## src/rtl/uart_tx_arbiter.sv

```systemverilog
// Round-robin scheduler sharing one uart_tx between NUM_REQ byte-stream requesters.
// A grant lasts for a whole packet (ends on req_last) or at most MAX_BURST bytes.
module uart_tx_arbiter #(
   parameter int NUM_REQ   = 4,
   parameter int MAX_BURST = 16
) (
   input  logic                       clk,
   input  logic                       reset,
   input  logic [NUM_REQ-1:0]         req_valid,
   input  logic [8*NUM_REQ-1:0]       req_data,
   input  logic [NUM_REQ-1:0]         req_last,
   output logic [NUM_REQ-1:0]         req_ready,
   input  logic                       tx_ready,
   output logic                       tx_send,
   output logic [7:0]                 tx_data,
   output logic                       grant_valid,
   output logic [$clog2(NUM_REQ)-1:0] grant_id
);

   localparam int         ID_W      = $clog2(NUM_REQ);
   localparam logic [7:0] BURST_MAX = 8'(MAX_BURST);

   typedef enum logic [2:0] {
      S_IDLE,
      S_FETCH,
      S_SEND,
      S_WAIT_LOW,
      S_WAIT_HIGH
   } state_t;

   state_t            state_q, state_d;
   logic [ID_W-1:0]   grant_id_q, grant_id_d;
   logic              grant_valid_q, grant_valid_d;
   logic [ID_W-1:0]   last_id_q, last_id_d;
   logic [7:0]        burst_cnt_q, burst_cnt_d;
   logic              last_q, last_d;
   logic [7:0]        tx_data_q, tx_data_d;

   logic [7:0]        lane_data [NUM_REQ];
   logic [ID_W-1:0]   winner;
   logic [ID_W-1:0]   cand;
   logic              found;
   logic              accept;

   for (genvar gi = 0; gi < NUM_REQ; gi++) begin : g_lane
      assign lane_data[gi] = req_data[8*gi +: 8];
   end

   // Round-robin search starting just after the previous owner.
   always_comb begin
      winner = last_id_q;
      cand   = '0;
      found  = 1'b0;
      for (int k = 1; k <= NUM_REQ; k++) begin
         cand = ID_W'((int'(last_id_q) + k) % NUM_REQ);
         if (!found && req_valid[cand]) begin
            winner = cand;
            found  = 1'b1;
         end
      end
   end

   assign accept = (state_q == S_FETCH) && req_valid[grant_id_q] && tx_ready;

   always_comb begin
      req_ready = '0;
      if (state_q == S_FETCH) begin
         req_ready[grant_id_q] = req_valid[grant_id_q] & tx_ready;
      end
   end

   always_comb begin
      state_d       = state_q;
      grant_id_d    = grant_id_q;
      grant_valid_d = grant_valid_q;
      last_id_d     = last_id_q;
      burst_cnt_d   = burst_cnt_q;
      last_d        = last_q;
      tx_data_d     = tx_data_q;
      case (state_q)
         S_IDLE: begin
            if (found) begin
               grant_id_d    = winner;
               grant_valid_d = 1'b1;
               burst_cnt_d   = 8'd0;
               state_d       = S_FETCH;
            end
         end
         S_FETCH: begin
            // A stalled requester keeps the grant; the packet is not abandoned.
            if (accept) begin
               tx_data_d   = lane_data[grant_id_q];
               last_d      = req_last[grant_id_q];
               burst_cnt_d = (burst_cnt_q == 8'hFF) ? burst_cnt_q : burst_cnt_q + 8'd1;
               state_d     = S_SEND;
            end
         end
         S_SEND: begin
            state_d = S_WAIT_LOW;
         end
         S_WAIT_LOW: begin
            if (!tx_ready) begin
               state_d = S_WAIT_HIGH;
            end
         end
         S_WAIT_HIGH: begin
            if (tx_ready) begin
               if (last_q || (burst_cnt_q == BURST_MAX)) begin
                  last_id_d     = grant_id_q;
                  grant_valid_d = 1'b0;
                  state_d       = S_IDLE;
               end else begin
                  state_d = S_FETCH;
               end
            end
         end
         default: begin
            state_d = S_IDLE;
         end
      endcase
   end

   always_ff @(posedge clk) begin
      if (reset) begin
         state_q       <= S_IDLE;
         grant_id_q    <= '0;
         grant_valid_q <= 1'b0;
         last_id_q     <= ID_W'(NUM_REQ - 1);
         burst_cnt_q   <= 8'd0;
         last_q        <= 1'b0;
         tx_data_q     <= 8'h00;
      end else begin
         state_q       <= state_d;
         grant_id_q    <= grant_id_d;
         grant_valid_q <= grant_valid_d;
         last_id_q     <= last_id_d;
         burst_cnt_q   <= burst_cnt_d;
         last_q        <= last_d;
         tx_data_q     <= tx_data_d;
      end
   end

   assign tx_send     = (state_q == S_SEND);
   assign tx_data     = tx_data_q;
   assign grant_valid = grant_valid_q;
   assign grant_id    = grant_id_q;

endmodule
```

## config.mk

```make
export PLATFORM = sky130hd
export DESIGN_NAME = uart_tx_arbiter
export DESIGN_NICKNAME = d
export VERILOG_FILES = /design/src/rtl/uart_tx_arbiter.sv
export SDC_FILE = /design/constraint.sdc
export NUM_CORES = 1
export LEC_CHECK = 0
export CORE_MARGIN = 2
export CORE_UTILIZATION = 44
export DETAILED_ROUTE_END_ITERATION = 12
export GPL_ROUTABILITY_DRIVEN = 1
export PLACE_DENSITY = 0.9
export SYNTH_ARGS = -nofsm -noshare
export SYNTH_HDL_FRONTEND = slang
export SYNTH_SLANG_ARGS = --single-unit
```

## constraint.sdc

```tcl
create_clock -name clk -period 2.7 [get_ports clk]
set_input_delay 0.54 -clock clk [delete_from_list [all_inputs] [get_ports clk]]
set_output_delay 0.54 -clock clk [all_outputs]
set_load 0.1 [all_outputs]
```

== Word level (Yosys, flattened, before mapping) ==
Index checks and enable logic that the tools add are counted.
W data, S select, Z words.

* $add $sub $neg: 5
* $lt $le $gt $ge: 7
* Eq/ne operators: 12
* Multiplexer cells: 40
* Bitwise logic cells: 3
* Reductions and logical operators: 19

{| class="wikitable"
|+ Operators with widths
! operator !! number
|-
| $mux W8 || 5
|-
| $bmux W8 S2 || 1
|-
| $pmux W8 S2 || 1
|-
| $lt A2 B3 Y1 const B || 5
|-
| $mux W1 || 15
|-
| $pmux W3 S5 || 1
|-
| $bmux W1 S2 || 6
|-
| $mux W3 || 4
|-
| $ne A2 B2 Y1 const B || 6
|-
| $reduce_and A4 Y1 || 3
|-
| $add A8 B1 Y8 const B || 1
|-
| $eq A8 B5 Y1 const B || 1
|-
| $eq A8 B8 Y1 const B || 1
|-
| $mux W2 || 4
|-
| $eq A3 B2 Y1 const B || 2
|-
| $logic_and A1 B1 Y1 || 6
|-
| $add A2 B1 Y2 const B || 2
|-
| $add A2 B2 Y2 const B || 2
|-
| $and A4 B4 Y4 || 1
|-
| $mux W4 || 1
|-
| $reduce_and A2 Y1 || 2
|-
| $reduce_bool A2 Y1 || 2
|-
| $eq A3 B1 Y1 const B || 1
|-
| $eq A3 B3 Y1 const B || 1
|-
| 10 further kinds || 12
|}

* Bits in registers: 25
* Bits of input ports: 43
* Output and inout port bits: 16
* Word-level logic and storage cells: 93

== Longest topological paths before layout ==
* Depth after elaboration: 15
* Gate-level depth with buffers: 6

== Least setup slack after synthesis ==
OpenSTA, ideal clock, no wires.

* Path type: register -> output
* Start: register grant_id_q[0], in the netlist grant_id[0]
* End: output req_ready[2]
* Arrival time: 4.245 ns
* Setup slack: -2.085 ns
* Stages on the path, launching flop included: 6
* Cell sequence: dfxtp_1 -> buf_2 -> mux4_1 -> nand4_1 -> buf_2 -> nor3b_1

* Word-level cells in the longest chain between the ends: 6
* Elaborated cells on any way between the ends: 10
* Classes of those cells: 2 x order compare; 5 x mux; 2 x bitwise; 1 x reduce/logical

{| class="wikitable"
|+ RTL lines
! what !! RTL line !! text
|-
| start, declared || 32 || <nowiki>logic [ID_W-1:0] grant_id_q, grant_id_d;</nowiki>
|-
| start signal, assigned || 134 || <nowiki>grant_id_q <= grant_id_d;</nowiki>
|-
| $lt A2 B3 Y1 (not written as such) / $ge A2 B1 Y1 (equally long branches) || 68 || <nowiki>req_ready[grant_id_q] = req_valid[grant_id_q] & tx_ready;</nowiki>
|-
| $logic_and A1 B1 Y1 (not written as such) || 68 ||
|-
| $mux W1 (not written as such) || 68 ||
|-
| $demux W1 S2 || 68 ||
|-
| $and A4 B4 Y4 (no source line) (*) || n/a ||
|-
| $mux W4 (*) || 67 || <nowiki>if (state_q == S_FETCH) begin</nowiki>
|-
| end, declared || 12 || <nowiki>output logic [NUM_REQ-1:0] req_ready,</nowiki>
|}

Every way passes the cells marked *; elsewhere a longest branch is shown, timed or not. The select of a mux whose other input is x is not followed.

== Final worst setup path ==
* Start: input req_valid[1]
* End: output req_ready[1]

* Word-level cells in the longest chain between the ends: 5

{| class="wikitable"
|+ RTL lines
! what !! RTL line !! text
|-
| start, declared || 9 || <nowiki>input logic [NUM_REQ-1:0] req_valid,</nowiki>
|-
| $bmux W1 S2 || 68 ||
|-
| $mux W1 (not written as such) || 68 ||
|-
| $and A1 B1 Y1 || 68 ||
|-
| $and A4 B4 Y4 (no source line) || n/a ||
|-
| $mux W4 || 67 ||
|}

No other way between the ends. The select of a mux whose other input is x is not followed.

==> summary.md <==
Setup violations remaining at the end of the flow were counted as 0. The clock transition at the registers of the reported paths works out to 0.13 ns. The run gives 0 as the number of max-slew violations in the final report. After detailed routing, the total wire length is 4470 um.

The via count of the first global-routing pass is 1,547. The logs give 1590 um^2 for the post-synthesis cell area and 46 for the number of distinct library cells after synthesis. In this run, the number of DRC markers left after iteration 0 of detailed routing was 73.

The tools report the routed via count as 1,628. TritonCTS built the clock tree. Dividing the final minimum period by the clock period gives 96.4%. At the end of routability-driven placement, the weighted congestion stood at 0.780. In this run the standard cell core region covers 3390 um^2. During I/O placement, the number of pins put on the boundary was 59. The most used flip-flop cell after synthesis was sky130_fd_sc_hd__dfxtp_1. The min-delay analysis places its worst path in the category reg -> reg.

After synthesis, flip-flops and latches occupy 31.5% of the total area. In the synthesized netlist, the number of instances is 172. In this run, placement finished with an instance count of 274. STA classifies the critical path startpoint as a primary input. After synthesis, the cell types taking the most area are sky130_fd_sc_hd__dfxtp_1 32%, sky130_fd_sc_hd__mux4_2 13%, sky130_fd_sc_hd__mux2i_1 6.3%. At the pin with the least slew margin, the transition time is 0.450 ns.

Data on the critical path arrives at its endpoint at 2.06 ns. When the netlist entered floorplanning its net count stood at 217. Data on the critical path is required at its endpoint by 2.16 ns. The critical path is of the in -> out type. For the maximum root-to-sink buffer count, the log shows 2. On the critical path, the stage with the largest delay is an instance of sky130_fd_sc_hd__clkdlybuf4s50_1.

Walking the worst path, the cells encountered are clkdlybuf4s50_1 > mux4_2 > nand4_1 > buf_6 > nor3b_4 > buf_12. The tools report the half-perimeter wire length of the detailed placement result as 3380 um. The number of antenna violations at the first check in global routing is 0, and the power per unit of standard cell area is 414 nW/um^2. The residual antenna-violating net count after detailed routing is 0, and the number of search-and-repair iterations in the first detailed-routing pass is 4. The peak fanout along the critical path works out to 8.

The register bit count reported by yosys was 25; the number of nets in the layout was 279. The area growth from synthesis to layout is 46.7%. On the worst path, the slowest cell contributes a delay of 0.47 ns. The worst path setup slack after routing is 0.0978 ns, and the relative slew slack is 70.0%. At the placement stage, the worst setup path has a slack of 0.0408 ns.

After synthesis, the share of flip-flops with an asynchronous set or reset is 0%. The count of cells in the finished layout, fillers not included, comes to 279. Hold repair after CTS inserted 0 buffers. The logs give 0 for the number of hold violations in the final report and 4100 um^2 for the full die area. The all-layer global routing usage was 22.4%.

The first global-routing pass estimated 7180 um of wire. Fraction of post-synthesis cell area in the top cell type by area: 31.5%. The root cell of the clock tree was sky130_fd_sc_hd__clkbuf_4. IR analysis of the VDD net gives a maximum drop of 0.000287 V. The clock network latency to the later pin of the worst-skew pair was 0.32 ns. Setup repair after global routing left no endpoint under its margin. Minimum clock period after layout: 2.60 ns. Across the routed clock network, the largest skew measured is 0.00574 ns.

During synthesis, Yosys emitted a total of 0 warnings. The run gives 0 as the max-cap violation count. Summed over all instances, the cell type with the most area after synthesis is sky130_fd_sc_hd__dfxtp_1. In the final layout, the share of cells above drive strength 1 is 21.9%.

For the placed standard-cell area, the log shows 2290 um^2. Entering global routing, the biggest net connects 20 pins. Leaving out fill and tap cells, the most frequent cell in the layout is sky130_fd_sc_hd__clkdlybuf4s50_1.

Using the TritonRoute via totals, the vias-per-cell ratio works out to 5.84. The initial core utilization was 46.8%; the diode insertion count for antenna repair was 0. The leakage power total is 0.917 nW. The tools report the kind of capture point of the worst setup path as a primary output. The CTS sink count was 25; the width of the die was 64.1 um. The final cell area excluding filler cells is 2330 um^2. The die is 64.1 um tall. Counting flops with a built-in enable in the synthesized netlist gives 0. The number of levels in the clock H-tree came out at 1. The number of I/O port buffers is 58. For this run, design rule violations remaining after detail routing come to 0. Number of standard-cell rows in the floorplan: 21. Derived from the worst setup path, the maximum achievable clock frequency is 384 MHz. Leaving out fill and tap cells, the most frequent cells in the layout are 42 x sky130_fd_sc_hd__clkdlybuf4s50_1, 23 x sky130_fd_sc_hd__dfxtp_1, 22 x sky130_fd_sc_hd__buf_4, 17 x sky130_fd_sc_hd__nor2_1, 14 x sky130_fd_sc_hd__a21oi_1.

The average wire per standard cell is 16.0 um. The flow ran to the end, and the final reports show no timing, DRC or antenna violations. For this run the aggregate overflow at the end of global routing stands at 0.

Power comes to 0.965 mW. The mean post-synth cell area works out to 9.23 um^2. Clock tree synthesis inserted a total of 3 buffers.
==> flip-flops by register name (all words and copies together) (netlist names) <==
| signal | count |
|---|---|
| state_q | 3 |
| tx_data | 8 |
| burst_cnt_q | 8 |
| last_id_q | 2 |
| grant_valid | 1 |
| last_q | 1 |
| grant_id | 2 |
==> per-layer routing <==
| layer | part of all wire [%] | GRT usage [%] | up-vias |
|---|---|---|---|
| met4 | 1.3 | 6.52 | 0 |
| met2 | 51 | 38.9 | 59 |
| li1 | - | - | 777 |
| met3 | 5.3 | 5.99 | 6 |
| met5 | 0 | 0 | - |
| met1 | 43 | 27.1 | 786 |
==> where the power goes <==
group / switching (mW) / internal, mW
registers: 0.0265 / 0.387
logic: 0.214 / 0.170
clock network: 0.109 / 0.0578
==> synthesized netlist by cell type, drive strengths merged (2+ instances only) <==
cell and n:
nor3 5, or3 5, nand2 6, a222oi 2, nand4 4, a221oi 2, o211ai 2, nor2 18
dfxtp 25, a21oi 14, or4 4, mux4 10, ha 2, inv 7, and2 4, nand3 6
o2111ai 2, mux2i 10, buf 6, mux2 2, o21ai 11, and3 3, nor3b 3, clkbuf 6
==> cell type report <==
cell class	count	area [um^2]
sequential	25	508
clock buffer	4	26.3
inverter	7	26.3
fill	255	1060
tap	46	57.6
timing repair buffer	69	677
multi-input combinational	128	1030
==> worst paths after layout <==
| check | startpoint | end | slack [ns] | depth (start not counted) |
|---|---|---|---|---|
| setup / recovery | req_valid[1] | req_ready[1] | 0.1 | 6 |
| hold / removal | tx_data[4] | tx_data[4] | 0.51 | 2 |
| setup reg to reg | grant_id[0] | burst_cnt_q[7] | 0.84 | 6 |
| hold reg to reg | tx_data[4] | tx_data[4] | 0.51 | 2 |
==> cell families after synthesis <==
group	after synthesis	share of synthesized area (%)
fa+ha+maj	2	1.58
flops	25	31.5
simple gates	65	24.0
compound gates	39	15.6
mux	22	22.1
buf+inv	19	5.20
==> worst max-delay path, delay by kind of cell <==
family        cells  cell delay [ns]
buf+inv           3             0.88
mux               1             0.27
simple gates      2             0.36
==> stage by stage <==
step / hold WS [ns] / util (%) / TNS [ns]
floorplan: 0.469 / - / -0.128
finish: 0.513 / 68.7 / 0
global route: 0.544 / 68.7 / 0
CTS: 0.518 / 68.4 / 0
global placement: 0.477 / 67.6 / 0
detailed placement: 0.487 / 67.6 / 0
==> what timing repair did <==
action | 4_1_cts | 5_1_grt
setup endpoints to repair | 0 | 3
setup buffers | 0 | 1
resized for setup | 0 | 1
(Power assumes the default switching activity.)
